<file path="config.mk">
export PLATFORM = sky130hd
export DESIGN_NAME = ms_timer
export DESIGN_NICKNAME = d
export VERILOG_FILES = /design/src/rtl/ms_timer_pkg.sv /design/src/rtl/ms_prescaler.sv /design/src/rtl/ms_timer.sv
export SDC_FILE = /design/constraint.sdc
export NUM_CORES = 1
export LEC_CHECK = 0
export ABC_AREA = 1
export CAP_MARGIN = 20
export CORE_ASPECT_RATIO = 1.25
export CORE_MARGIN = 1.5
export CORE_UTILIZATION = 48
export CTS_CLUSTER_DIAMETER = 100
export DETAILED_ROUTE_END_ITERATION = 6
export PLACE_DENSITY_LB_ADDON = 0.1
export SYNTH_ARGS = -nofsm -noshare
export SYNTH_HDL_FRONTEND = slang
export SYNTH_SLANG_ARGS = --single-unit
export TNS_END_PERCENT = 5
</file>
<file path="constraint.sdc">
create_clock -name clk -period 1.8 [get_ports clk]
set_input_delay 0.54 -clock clk [delete_from_list [all_inputs] [get_ports clk]]
set_output_delay 0.54 -clock clk [all_outputs]
set_load 0.05 [all_outputs]
</file>
<file path="src/rtl/ms_timer_pkg.sv">
// Shared types and defaults for the millisecond timer.
// Holds the countdown FSM state encoding and the default prescaler length.
package ms_timer_pkg;

    localparam int DEFAULT_CLKS_PER_MS = 50000;

    typedef enum logic [1:0] {
        IDLE  = 2'd0,
        RUN   = 2'd1,
        PAUSE = 2'd2
    } state_t;

endpackage

</file>
<file path="src/rtl/ms_prescaler.sv">
// Divides clk down to one wrap event every CLKS_PER_MS advancing cycles.
// A clear restarts the count from zero and suppresses any wrap in that cycle.
module ms_prescaler #(
    parameter int CLKS_PER_MS = 50000
) (
    input  logic clk,
    input  logic rst,
    input  logic advance,
    input  logic clear,
    output logic wrap
);

    localparam int PW = $clog2(CLKS_PER_MS);

    logic [PW-1:0] count;

    assign wrap = advance && !clear && (count == PW'(CLKS_PER_MS - 1));

    // NOTE: sequential state uses non-blocking assignments so every register
    // samples the pre-edge values, independent of statement order.
    always_ff @(posedge clk) begin
        if (!rst) begin
            count <= '0;
        end else if (clear) begin
            count <= '0;
        end else if (advance) begin
            count <= wrap ? '0 : count + PW'(1);
        end
    end

endmodule

</file>
<file path="src/rtl/ms_timer.sv">
// Millisecond tick generator with a pausable, abortable ms countdown.
// The prescaler free-runs while enabled; a start realigns it to the countdown.
import ms_timer_pkg::*;

module ms_timer #(
    parameter int CLKS_PER_MS = DEFAULT_CLKS_PER_MS,
    parameter int MS_W        = 16
) (
    input  logic            clk,
    input  logic            rst,
    input  logic            en,
    output logic            onems_tick,
    input  logic            start,
    input  logic [MS_W-1:0] load_ms,
    input  logic            pause,
    input  logic            abort,
    output logic            busy,
    output logic            done,
    output logic [MS_W-1:0] remaining_ms
);

    state_t          state, state_next;
    logic [MS_W-1:0] remaining_next;
    logic            done_next;
    logic            advance;
    logic            clear;
    logic            wrap;

    assign busy = (state != IDLE);

    // A held pause freezes the prescaler even on the cycle RUN enters PAUSE,
    // so pause always beats a coincident wrap.
    assign advance = en && !(busy && pause);
    assign clear   = en && !abort && (state == IDLE) && start && (load_ms != '0);

    ms_prescaler #(
        .CLKS_PER_MS(CLKS_PER_MS)
    ) u_prescaler (
        .clk    (clk),
        .rst    (rst),
        .advance(advance),
        .clear  (clear),
        .wrap   (wrap)
    );

    always_ff @(posedge clk) begin
        if (!rst) begin
            state        <= IDLE;
            remaining_ms <= '0;
            done         <= 1'b0;
            onems_tick   <= 1'b0;
        end else begin
            state        <= state_next;
            remaining_ms <= remaining_next;
            done         <= done_next;
            onems_tick   <= wrap;
        end
    end

    // NOTE: every output of this block gets a default first, so no path
    // through the case statement can leave a value unassigned (no latches).
    always_comb begin
        state_next     = state;
        remaining_next = remaining_ms;
        done_next      = 1'b0;

        if (abort) begin
            state_next     = IDLE;
            remaining_next = '0;
        end else if (en) begin
            case (state)
                IDLE: begin
                    if (start) begin
                        if (load_ms != '0) begin
                            state_next     = RUN;
                            remaining_next = load_ms;
                        end else begin
                            done_next = 1'b1;
                        end
                    end
                end
                RUN, PAUSE: begin
                    if (pause) begin
                        state_next = PAUSE;
                    end else begin
                        // Leaving PAUSE resumes immediately, so a wrap here counts.
                        state_next = RUN;
                        if (wrap && (remaining_ms != '0)) begin
                            remaining_next = remaining_ms - MS_W'(1);
                            if (remaining_ms == MS_W'(1)) begin
                                state_next = IDLE;
                                done_next  = 1'b1;
                            end
                        end
                    end
                end
                default: begin
                    state_next     = IDLE;
                    remaining_next = '0;
                end
            endcase
        end
    end

endmodule

</file>
==> metrics.yaml, run 1 <==
status: "completed"
cts-hold-fix-buffers: 0
die_h_microns: 82.1
ir_drop_mv: 0.426
synth_fp_nets: 404
critical_path.slowest_cell: "dlygate4sd2_1"
synth_ff_type: "dfxtp_1"
worst_pin_slew_ns: 0.666
synth_common_cells: "nand2_1, nor2_1, inv_1, dfxtp_1, a21oi_1"
post-route-min-period_ns: 1.77
clk_pin_slew_ns: 0.08
dpl.cell_count: 529
cp.buffers_inverters: 3
finalWirelength_microns: 7360
cts_made_buffers: 5
clk_path_buf_depth: 2
p_leak_nw: 1.63
cp_slowest_stage_delay_ns: 0.24
numClockSinks: 36
rrSetupSlack_ns: 0.04
synth.area.top_cells: "dfxtp_1, nand2_1, nor2_1"
synth.distinct_cells: 35
grt_pass1_wl_microns: 11800
netlist_instances: 377
vias: 2892
cp.arrival_ns: 1.99
synth_top_area_share_pct: 30.0
drt_first_pass_iters: 5
routedWlPerCell_microns: 13.5
r2r-start: "state[1]$_SDFFE_PP0P_"
fin_crit_sh_pct: 98.2
num_rows: 28
synth.most_common_cell: "nand2_1"
crit_path_start_kind: "input pin"
die_x_microns: 66.3
yosysTopAreaCell: "dfxtp_1"
synth_edf_count: 0
crit_path_cell_trace: "dlygate4sd2_1 -> nor2_1 -> nand2_1 -> nor2_4 -> nand2_2 -> nand2_2 -> nand3_2 -> nand2_4 -> buf_6 -> buf_4 -> nand4_1 -> a21oi_1"
clk_latency_ns: 0.30
coreArea_sq_mm: 0.00476
globalRouteOverflowTotal: 0
portBuffers: 40
relSlewSlack_pct: 55.6
instances_no_fill: 546
yosysSeqAreaShare_pct: 30.0
die-area_sq_mm: 0.00544
startpoint: "load_ms[7]"
tns_ns: 0
hpwl_microns: 5300
r2r_end: "remaining_ms[1]$_SDFFE_PP0P_"
post-place-ws_ns: -0.531
vias_per_cell: 5.30
ant_nets: 0
cts_tree: "yes"
drt_iter0_drc: 179
grt_pass1_vias: 2788
path_class: "in -> reg"
hp-class: "reg -> reg"
nets: 512
grt_usage_pct: 27.9
ios: 41
cp.required_ns: 2.02
avgSynthCellArea_sq_um: 6.37
start_util_pct: 50.4
root_buffer: "clkbuf_8"
drive_above_1_share_pct: 35.2
path_max_fanout: 3
endpoint_kind: "register"
area_growth_pct: 56.5
setup_slack_ns: 0.0316
critical_path_depth: 12
setup_viol: 0
antenna_found_initial: 0
drv_slew: 0
diodes: 0
grt_start_max_net_pins: 18
critPathTopFamily: "simple AND/OR/NAND/NOR gates"
p_per_area_mw_per_mm2: 556
fmax_mhz: 565
hold_viol_final: 0
yosys_warnings: 0
ys_seq_elements: 36
clock_skew_ns: 0.00764
crit_top_cell: "nand2_2"
r2r_cells: 14
h-tree-depth: 2
async_reset_ff_share_pct: 0
drc: 0
crit_path_end: "remaining_ms[1]$_SDFFE_PP0P_"
syn_area_sq_mm: 0.00240
gp_congestion: 0.870
cap_violations: 0
-- state kept, by name, indices dropped and copies added (netlist names) --
| signal | cells |
|---|---|
| state | 2 |
| onems_tick | 1 |
| remaining_ms | 16 |
| done | 1 |
| u_prescaler.count | 16 |
-- layer usage --
layer | share of wire, % | wire, microns | GRT usage (%) | vias to the layer above
met3 | 4.0 | 298 | 3.52 | 20
met2 | 56 | 4090 | 55.3 | 77
li1 | - | - | - | 1429
met5 | 0 | 0 | 0 | -
met4 | 2.5 | 187 | 12.0 | 0
met1 | 38 | 2780 | 28.7 | 1366
-- worst min-delay path by stage --
| stage | from | end | slack, ns | cells after the start |
|---|---|---|---|---|
| 6_report | u_prescaler.count[1]$_SDFFE_PP0P_ | u_prescaler.count[1]$_SDFFE_PP0P_ | 0.49 | 2 |
| 5_1_grt | remaining_ms[1]$_SDFFE_PP0P_ | remaining_ms[1]$_SDFFE_PP0P_ | 0.51 | 2 |
| 4_1_cts | remaining_ms[1]$_SDFFE_PP0P_ | remaining_ms[1]$_SDFFE_PP0P_ | 0.48 | 2 |
| 2_1_floorplan | state[0]$_SDFFE_PP0P_ | state[0]$_SDFFE_PP0P_ | 0.45 | 2 |
| 3_5_place_dp | remaining_ms[1]$_SDFFE_PP0P_ | remaining_ms[1]$_SDFFE_PP0P_ | 0.46 | 2 |
| 3_3_place_gp | remaining_ms[1]$_SDFFE_PP0P_ | remaining_ms[1]$_SDFFE_PP0P_ | 0.47 | 2 |
-- report_power, final --
part           leakage, nW  total, mW  switching, mW  internal [mW]
sequential           0.293      0.829         0.0174          0.812
clock               0.0510      0.616          0.310          0.306
combinational         1.28      0.647          0.365          0.282
total                 1.63       2.09          0.692           1.40
-- layout by cell type, fill, tap and decap left out, types with 2 or more instances in the layout --
cell type        synthesis  final
nand3_2                  1      2
buf_12                   1     16
a21oi_1                 29     27
clkinv_2                 2      2
ha_1                     5      3
inv_2                    3      7
nand2_2                 11     26
o21ai_0                  8      8
nand2_1                 96     78
nand3_1                 27     26
nor3_1                   8      8
dfxtp_1                 36     32
inv_1                   39     35
nand2_4                  3      5
clkdlybuf4s15_1          0      5
nor2_1                  56     50
clkinv_4                 0      2
nor2_2                   4      5
buf_6                    1      2
nand4_1                  9      9
a211oi_1                 2      2
a21oi_2                 10     12
dlygate4sd2_1            0     13
clkbuf_8                 0      6
xor2_1                   8      8
nor2_4                   1      6
buf_8                    0      2
dfxtp_2                  0      3
buf_4                    0     67
clkdlybuf4s50_1          0      2
-- area by class of cell --
type	count	area, sq um
clock buffer	6	82.6
clock inverter	2	10.0
fill	363	1000
inverter	46	198
multi-input combinational	287	1590
sequential	36	728
tap	60	75.1
timing repair buffer	108	1070
timing repair inverter	1	8.76
-- kinds of logic (layout without fill, tap and decap cells) --
family / count (synthesis) / in the layout / synth area share [%]
compound gates: 53 / 53 / 13.2
buf+inv: 54 / 163 / 9.69
xor+xnor: 8 / 8 / 2.92
simple gates: 221 / 221 / 41.6
fa+ha+maj: 5 / 5 / 2.60
flops: 36 / 36 / 30.0
-- tightest hold or removal path, stage by stage, from the launching register on --
cell     delay [ns]
dfxtp_1        0.33
nand2_1        0.06
a21oi_1        0.05
-- repair_timing --
| action | 4_1_cts | 5_1_grt |
|---|---|---|
| gates cloned | 1 | 0 |
| buffers inserted | 4 | 4 |
| endpoints found under the setup margin | 32 | 23 |
| pin swaps | 15 | 17 |
| gates resized for setup | 35 | 40 |
-- stage by stage --
step	util (%)	instance area [sq um]	total power, mW	hold WS, ns
final	78.9	3760	2.09	0.489
after global routing	78.9	3760	2.17	0.512
after CTS	75.7	3600	2.04	0.481
after detailed placement	72.3	3440	1.43	0.465
after global placement	72.3	3440	1.42	0.465
after floorplan	-	2420	1.18	0.453
(Power assumes the default switching activity.)
==> run 2: changes to the inputs <==
--- a/config.mk
+++ b/config.mk
@@ -11,7 +11,9 @@
 export CORE_MARGIN = 1.5
 export CORE_UTILIZATION = 48
 export CTS_CLUSTER_DIAMETER = 100
+export CTS_CLUSTER_SIZE = 30
 export DETAILED_ROUTE_END_ITERATION = 6
+export GPL_TIMING_DRIVEN = 0
 export PLACE_DENSITY_LB_ADDON = 0.1
 export SYNTH_ARGS = -nofsm -noshare
 export SYNTH_HDL_FRONTEND = slang
==> run 2 against run 1 <==
Against the previous run: final cell count is 7.3% lower; worst setup slack worse by 0.11 ns; global-route usage is 1.2 points lower; critical endpoint is now remaining_ms[5]$_SDFFE_PP0P_; the run now ends with negative setup slack left; routed wire length is 6.2% lower; largest cell class unchanged; register-to-register slack worse by 0.10 ns; sequential power is 0.7% higher; worst hold slack worse by 0.016 ns; sequential share of layout area is 2.8 points higher.
==> metrics.yaml, run 2 (synthesized netlist as in run 1, its figures left out) <==
reg_top3: "remaining_ms: 16 flops, u_prescaler.count: 16 flops, state: 2 flops"
h-tree-depth: 2  # unchanged
cp.arrival_ns: 2.09  # +0.10 ns
switching_share_pct: 32.7  # -0.37 points
num_rows: 28  # unchanged
grt_pass1_vias: 2569  # -7.9%
drv_slew: 0  # unchanged
drive_above_1_share_pct: 27.1  # -8.1 points
seqPwrFrac_pct: 41.7  # +2.1 points
routed-wl-met3_microns: 260  # -13%
crit_path_start_kind: "input pin"
clk_path_buf_depth: 2  # unchanged
highest_layer: "met4"
whs_ns: 0.472  # -0.0164 ns
placed_cell_area_sq_mm: 0.00290  # -16%
ant_nets: 0  # unchanged
post-place-ws_ns: -0.695  # -0.164 ns
routedWlPerCell_microns: 13.7  # +1.3%
finalWirelength_microns: 6910  # -6.2%
ir_drop_mv: 0.388  # -8.9%
p_comb_share_pct: 28.1  # -2.8 points
grt_pass1_wl_microns: 11200  # -5.2%
vias: 2685  # -7.2%
clk_latency_ns: 0.29  # about the same
startpoint: "en"
design_area_sq_mm: 0.00328  # -13%
p_leak_nw: 1.39  # -15%
nets: 472  # -7.8%
r2r-start: "state[1]$_SDFFE_PP0P_"
start_util_pct: 50.4  # unchanged
worst_pin_slew_ns: 0.505  # -0.161 ns
path_class: "in -> reg"
area_growth_pct: 36.5
cts_tree: "yes"
coreArea_sq_mm: 0.00476  # unchanged
rsz0062_at_grt: "yes"
globalRouteOverflowTotal: 0  # unchanged
grt_usage_pct: 26.7  # -1.2 points
relSlewSlack_pct: 66.3  # +11 points
hold_viol_final: 0  # unchanged
p_sw_mw: 0.655  # -5.3%
die_x_microns: 66.3  # unchanged
m1WireLength_microns: 2640  # -5.2%
die_h_microns: 82.1  # unchanged
gp_congestion: 0.795  # -8.6%
clkPwrFrac_pct: 30.3  # +0.9 points
fmax_mhz: 532  # -5.9%
hp-start: "remaining_ms[1]$_SDFFE_PP0P_"
path_max_fanout: 6  # +3
vias_per_cell: 5.31  # +0.18%
final_cell_mix: "nand2_1, nor2_1, inv_1"
antenna_found_initial: 0  # unchanged
status: "complete, but fails checks"
drt_first_pass_iters: 4  # -1
post-route-min-period_ns: 1.88  # +0.110 ns
p_per_area_mw_per_mm2: 611  # +9.8%
cap_violations: 0  # unchanged
cp.required_ns: 2.02  # about the same
die-area_sq_mm: 0.00544  # unchanged
clk_pin_slew_ns: 0.07  # about the same
drc: 0  # unchanged
setup_slack_ns: -0.0788  # -0.110 ns
root_buffer: "clkbuf_8"
cts_made_buffers: 5  # unchanged
hp-class: "reg -> reg"
tns_ns: -0.393  # -0.393 ns
fin_crit_sh_pct: 104  # +6.1 points
portBuffers: 40  # unchanged
drt_iter0_drc: 166  # -7.3%
violations: "negative setup slack"
hpwl_microns: 4750  # -10%
power.total_mw: 2.00  # -4.2%
grt_start_max_net_pins: 11  # -7
ios: 41  # unchanged
layout_commonest_cell: "nand2_1"
p_int_mw: 1.35  # -3.7%
wl_met2_microns: 3770  # -7.8%
clock_skew_ns: 0.0119  # +0.00430 ns
setup_viol: 13  # +13
diodes: 0  # unchanged
endpoint_kind: "register"
numClockSinks: 36  # unchanged
fillers: 446  # +23%
-- run 2: cell types whose count changed in the layout (fill, tap and decap cells not counted), sizes merged, moves of 2 or more --
| cell | delta |
|---|---|
| inv | +2 |
| clkdlybuf4s15 | +2 |
| buf | -62 |
| clkbuf | +16 |
| clkinv | -5 |
| dlygate4sd2 | +7 |
-- run 2: cell type report --
class | instances | area, sq um | area share, %
buffer | 7 | 58.8 | 1.79
clock buffer | 8 | 90.1 | 2.75
inverter | 46 | 195 | 5.95
multi-input combinational | 287 | 1600 | 48.7
sequential | 36 | 728 | 22.2
tap | 60 | 75.1 | 2.29
timing repair buffer | 62 | 534 | 16.3
-- run 2: what timing repair did --
item,4_1_cts,5_1_grt
gates cloned,2,0
pin swaps,22,14
setup buffers,13,8
hold buffers,0,0
resized for setup,81,47
endpoints found under the setup margin,54,35
-- run 2: routing by layer --
layer / up-vias / track usage (%)
met2: 50 / 51.6
li1: 1345 / -
met1: 1270 / 27.6
met4: 0 / 11.4
met3: 20 / 4.88
met5: - / 0
-- run 2: worst max-delay path, stage by stage --
cell and delay (ns):
clkdlybuf4s15_1 0.40, nand2_8 0.12, inv_8 0.09, nand3_4 0.07, nor2_4 0.15, nand3_2 0.08, nand2_2 0.10, nand2_4 0.11
inv_8 0.10, buf_12 0.12, nand2_2 0.06, a21oi_2 0.15
-- run 2: worst paths after layout --
kind	slack, ns	depth (start not counted)	to
worst max-delay path	-0.08	12	remaining_ms[5]$_SDFFE_PP0P_
worst max register to register	-0.06	15	remaining_ms[5]$_SDFFE_PP0P_
worst min register to register	0.47	2	remaining_ms[1]$_SDFFE_PP0P_
worst min-delay path	0.47	2	remaining_ms[1]$_SDFFE_PP0P_
-- run 2: metrics by stage --
stage                     instances  utilization [%]
final                           506             68.8
after global placement          477             60.8
after global routing            506             68.8
after detailed placement        477             60.8
after CTS                       500             67.0
after floorplan                 377                -
-- run 2: power by group through the flow --
stage               combinational, mW  clock (mW)  sequential, mW
finish                          0.563       0.606           0.835
global route                    0.617       0.659           0.837
CTS                             0.533       0.621           0.832
detailed placement              0.477           0           0.850
global placement                0.472           0           0.850
floorplan                       0.295           0           0.883
==> run 3: changes to the inputs <==
--- a/config.mk
+++ b/config.mk
@@ -8,7 +8,7 @@
 export ABC_AREA = 1
 export CAP_MARGIN = 20
 export CORE_ASPECT_RATIO = 1.25
-export CORE_MARGIN = 1.5
+export CORE_MARGIN = 8
 export CORE_UTILIZATION = 48
 export CTS_CLUSTER_DIAMETER = 100
 export CTS_CLUSTER_SIZE = 30
==> run 3 against run 2 <==
Against the previous run: the flow still finishes with violations (negative setup slack); flip-flop and latch count unchanged; worst hold slack improved by 0.018 ns; total power increased by 3.7%; critical endpoint is now u_prescaler.count[15]$_SDFFE_PP0P_; first-iteration DRC count fell by 13%.
==> metrics.yaml, run 3 (synthesized netlist as in run 1, its figures left out) <==
hold_viol_final: 0  # unchanged
ant_nets: 0  # unchanged
drive_above_1_share_pct: 24.4  # -2.7 points
fmax_mhz: 541  # +1.7%
rsz0062_at_grt: "yes"
vias_per_cell: 5.25  # -1.1%
cts_tree: "yes"
endpoint_kind: "register"
drc: 0  # unchanged
cap_violations: 0  # unchanged
instances_no_fill: 504  # -0.40%
path_class: "reg -> reg"
portBuffers: 40  # unchanged
start_util_pct: 48.7  # -1.7 points
grt_pass1_wl_microns: 11000  # -1.5%
setup_slack_ns: -0.0473  # +0.0315 ns
r2r_cells: 13  # -2
grt_start_max_net_pins: 12  # +1
whs_ns: 0.490  # +0.0179 ns
p_per_area_mw_per_mm2: 642  # +5.2%
crit_path_start_kind: "register"
grt_usage_pct: 18.2  # -8.5 points
hp-class: "reg -> reg"
routedWlPerCell_microns: 13.5  # -0.91%
final_cell_mix: "nand2_1, nor2_1, inv_1"
clk_latency_ns: 0.29  # about the same
finalWirelength_microns: 6820  # -1.3%
status: "complete, but fails checks"
globalRouteOverflowTotal: 0  # unchanged
violations: "negative setup slack"
worstHoldEndpoint: "u_prescaler.count[1]$_SDFFE_PP0P_"
hold_depth: 2  # unchanged
num_rows: 29  # +3.6%
root_buffer: "clkbuf_8"
diodes: 0  # unchanged
coreArea_sq_mm: 0.00493  # +3.6%
cts_made_buffers: 5  # unchanged
numClockSinks: 36  # unchanged
p_leak_nw: 1.41  # +1.5%
hp-start: "u_prescaler.count[1]$_SDFFE_PP0P_"
power.total_mw: 2.08  # +3.7%
clk_path_buf_depth: 2  # unchanged
drt_iter0_drc: 145  # -13%
h-tree-depth: 2  # unchanged
nets: 468  # -0.85%
utilization_pct: 65.5  # -3.3 points
clk_pin_slew_ns: 0.07  # about the same
r2r_end: "u_prescaler.count[15]$_SDFFE_PP0P_"
layout_commonest_cell: "nand2_1"
fillers: 447  # +0.22%
vias: 2644  # -1.5%
ir_drop_mv: 0.423  # +9.1%
dpl.cell_count: 479  # +0.42%
cp.arrival_ns: 2.04  # -0.05 ns
path_max_fanout: 5  # -1
r2r-start: "state[1]$_SDFFE_PP0P_"
die_h_microns: 95.1  # +16%
ios: 41  # unchanged
gp_congestion: 0.843  # +6.0%
post-route-min-period_ns: 1.85  # -0.0315 ns
reg_top3: "remaining_ms: 16 flops, u_prescaler.count: 16 flops, state: 2 flops"
area_growth_pct: 34.6
setup_viol: 10  # -3
relSlewSlack_pct: 65.3  # -1.0 points
drv_slew: 0  # unchanged
clock_skew_ns: 0.0109  # -0.00103 ns
startpoint: "state[1]$_SDFFE_PP0P_"
worst_pin_slew_ns: 0.521  # +0.0155 ns
rrSetupSlack_ns: -0.05  # about the same
hpwl_microns: 4990  # +5.0%
grt_pass1_vias: 2564  # -0.19%
fin_crit_sh_pct: 103  # -1.8 points
die_x_microns: 79.3  # +20%
antenna_found_initial: 0  # unchanged
die-area_sq_mm: 0.00754  # +39%
cp.required_ns: 1.99  # -0.03 ns
drt_first_pass_iters: 4  # unchanged
[run 3: worst max-delay path, stage by stage (launching register included)]
cell	delay, ns
dfxtp_2	0.34
inv_2	0.06
ha_4	0.12
buf_6	0.12
inv_8	0.04
nand2_4	0.05
nand2_4	0.08
nor2_4	0.16
nand4_1	0.17
nor2_2	0.18
nand2_2	0.10
nor2_2	0.11
nand2_1	0.05
and3b_1	0.15
[run 3: worst max path at each step]
| stage | endpoint | slack [ns] |
|---|---|---|
| 6_report | u_prescaler.count[15]$_SDFFE_PP0P_ | -0.05 |
| 2_1_floorplan | remaining_ms[8]$_SDFFE_PP0P_ | 0.002 |
| 4_1_cts | remaining_ms[4]$_SDFFE_PP0P_ | -0.14 |
| 3_5_place_dp | remaining_ms[5]$_SDFFE_PP0P_ | -0.69 |
| 5_1_grt | u_prescaler.count[15]$_SDFFE_PP0P_ | -0.16 |
| 3_3_place_gp | remaining_ms[5]$_SDFFE_PP0P_ | -0.66 |
[run 3: metrics by stage]
stage	instance area [sq um]	setup TNS (ns)	setup slack, ns
6_report	3230	-0.228	-0.0473
5_1_grt	3230	-2.24	-0.159
4_1_cts	3060	-1.78	-0.142
3_5_place_dp	2900	-19.57	-0.689
3_3_place_gp	2900	-18.94	-0.660
2_1_floorplan	2420	0	0.00200
[run 3: repair_timing]
item,4_1_cts,5_1_grt
setup buffers,2,14
pin swaps,5,22
cloned,0,1
hold buffers,0,0
resized for setup,65,44
setup endpoints to repair,54,40
[run 3: metal layers]
layer | up-vias | track usage [%] | part of all wire [%]
met2 | 72 | 35.4 | 55
met5 | - | 0 | 0
met4 | 0 | 9.13 | 1.9
met1 | 1219 | 17.6 | 38
met3 | 13 | 3.68 | 4.8
li1 | 1340 | - | -
[run 3: area by class of cell]
class	count	area [sq um]	share of cell area (%)
buffer	8	63.8	1.97
inverter	46	193	5.96
multi-input combinational	287	1550	48.1
clock buffer	6	72.6	2.24
clock inverter	2	35.0	1.08
tap	62	77.6	2.40
timing repair buffer	57	509	15.8
sequential	36	728	22.5
[run 3: power breakdown]
part / internal [mW] / switching (mW)
Combinational: 0.201 / 0.323
Clock: 0.411 / 0.309
Sequential: 0.812 / 0.0207
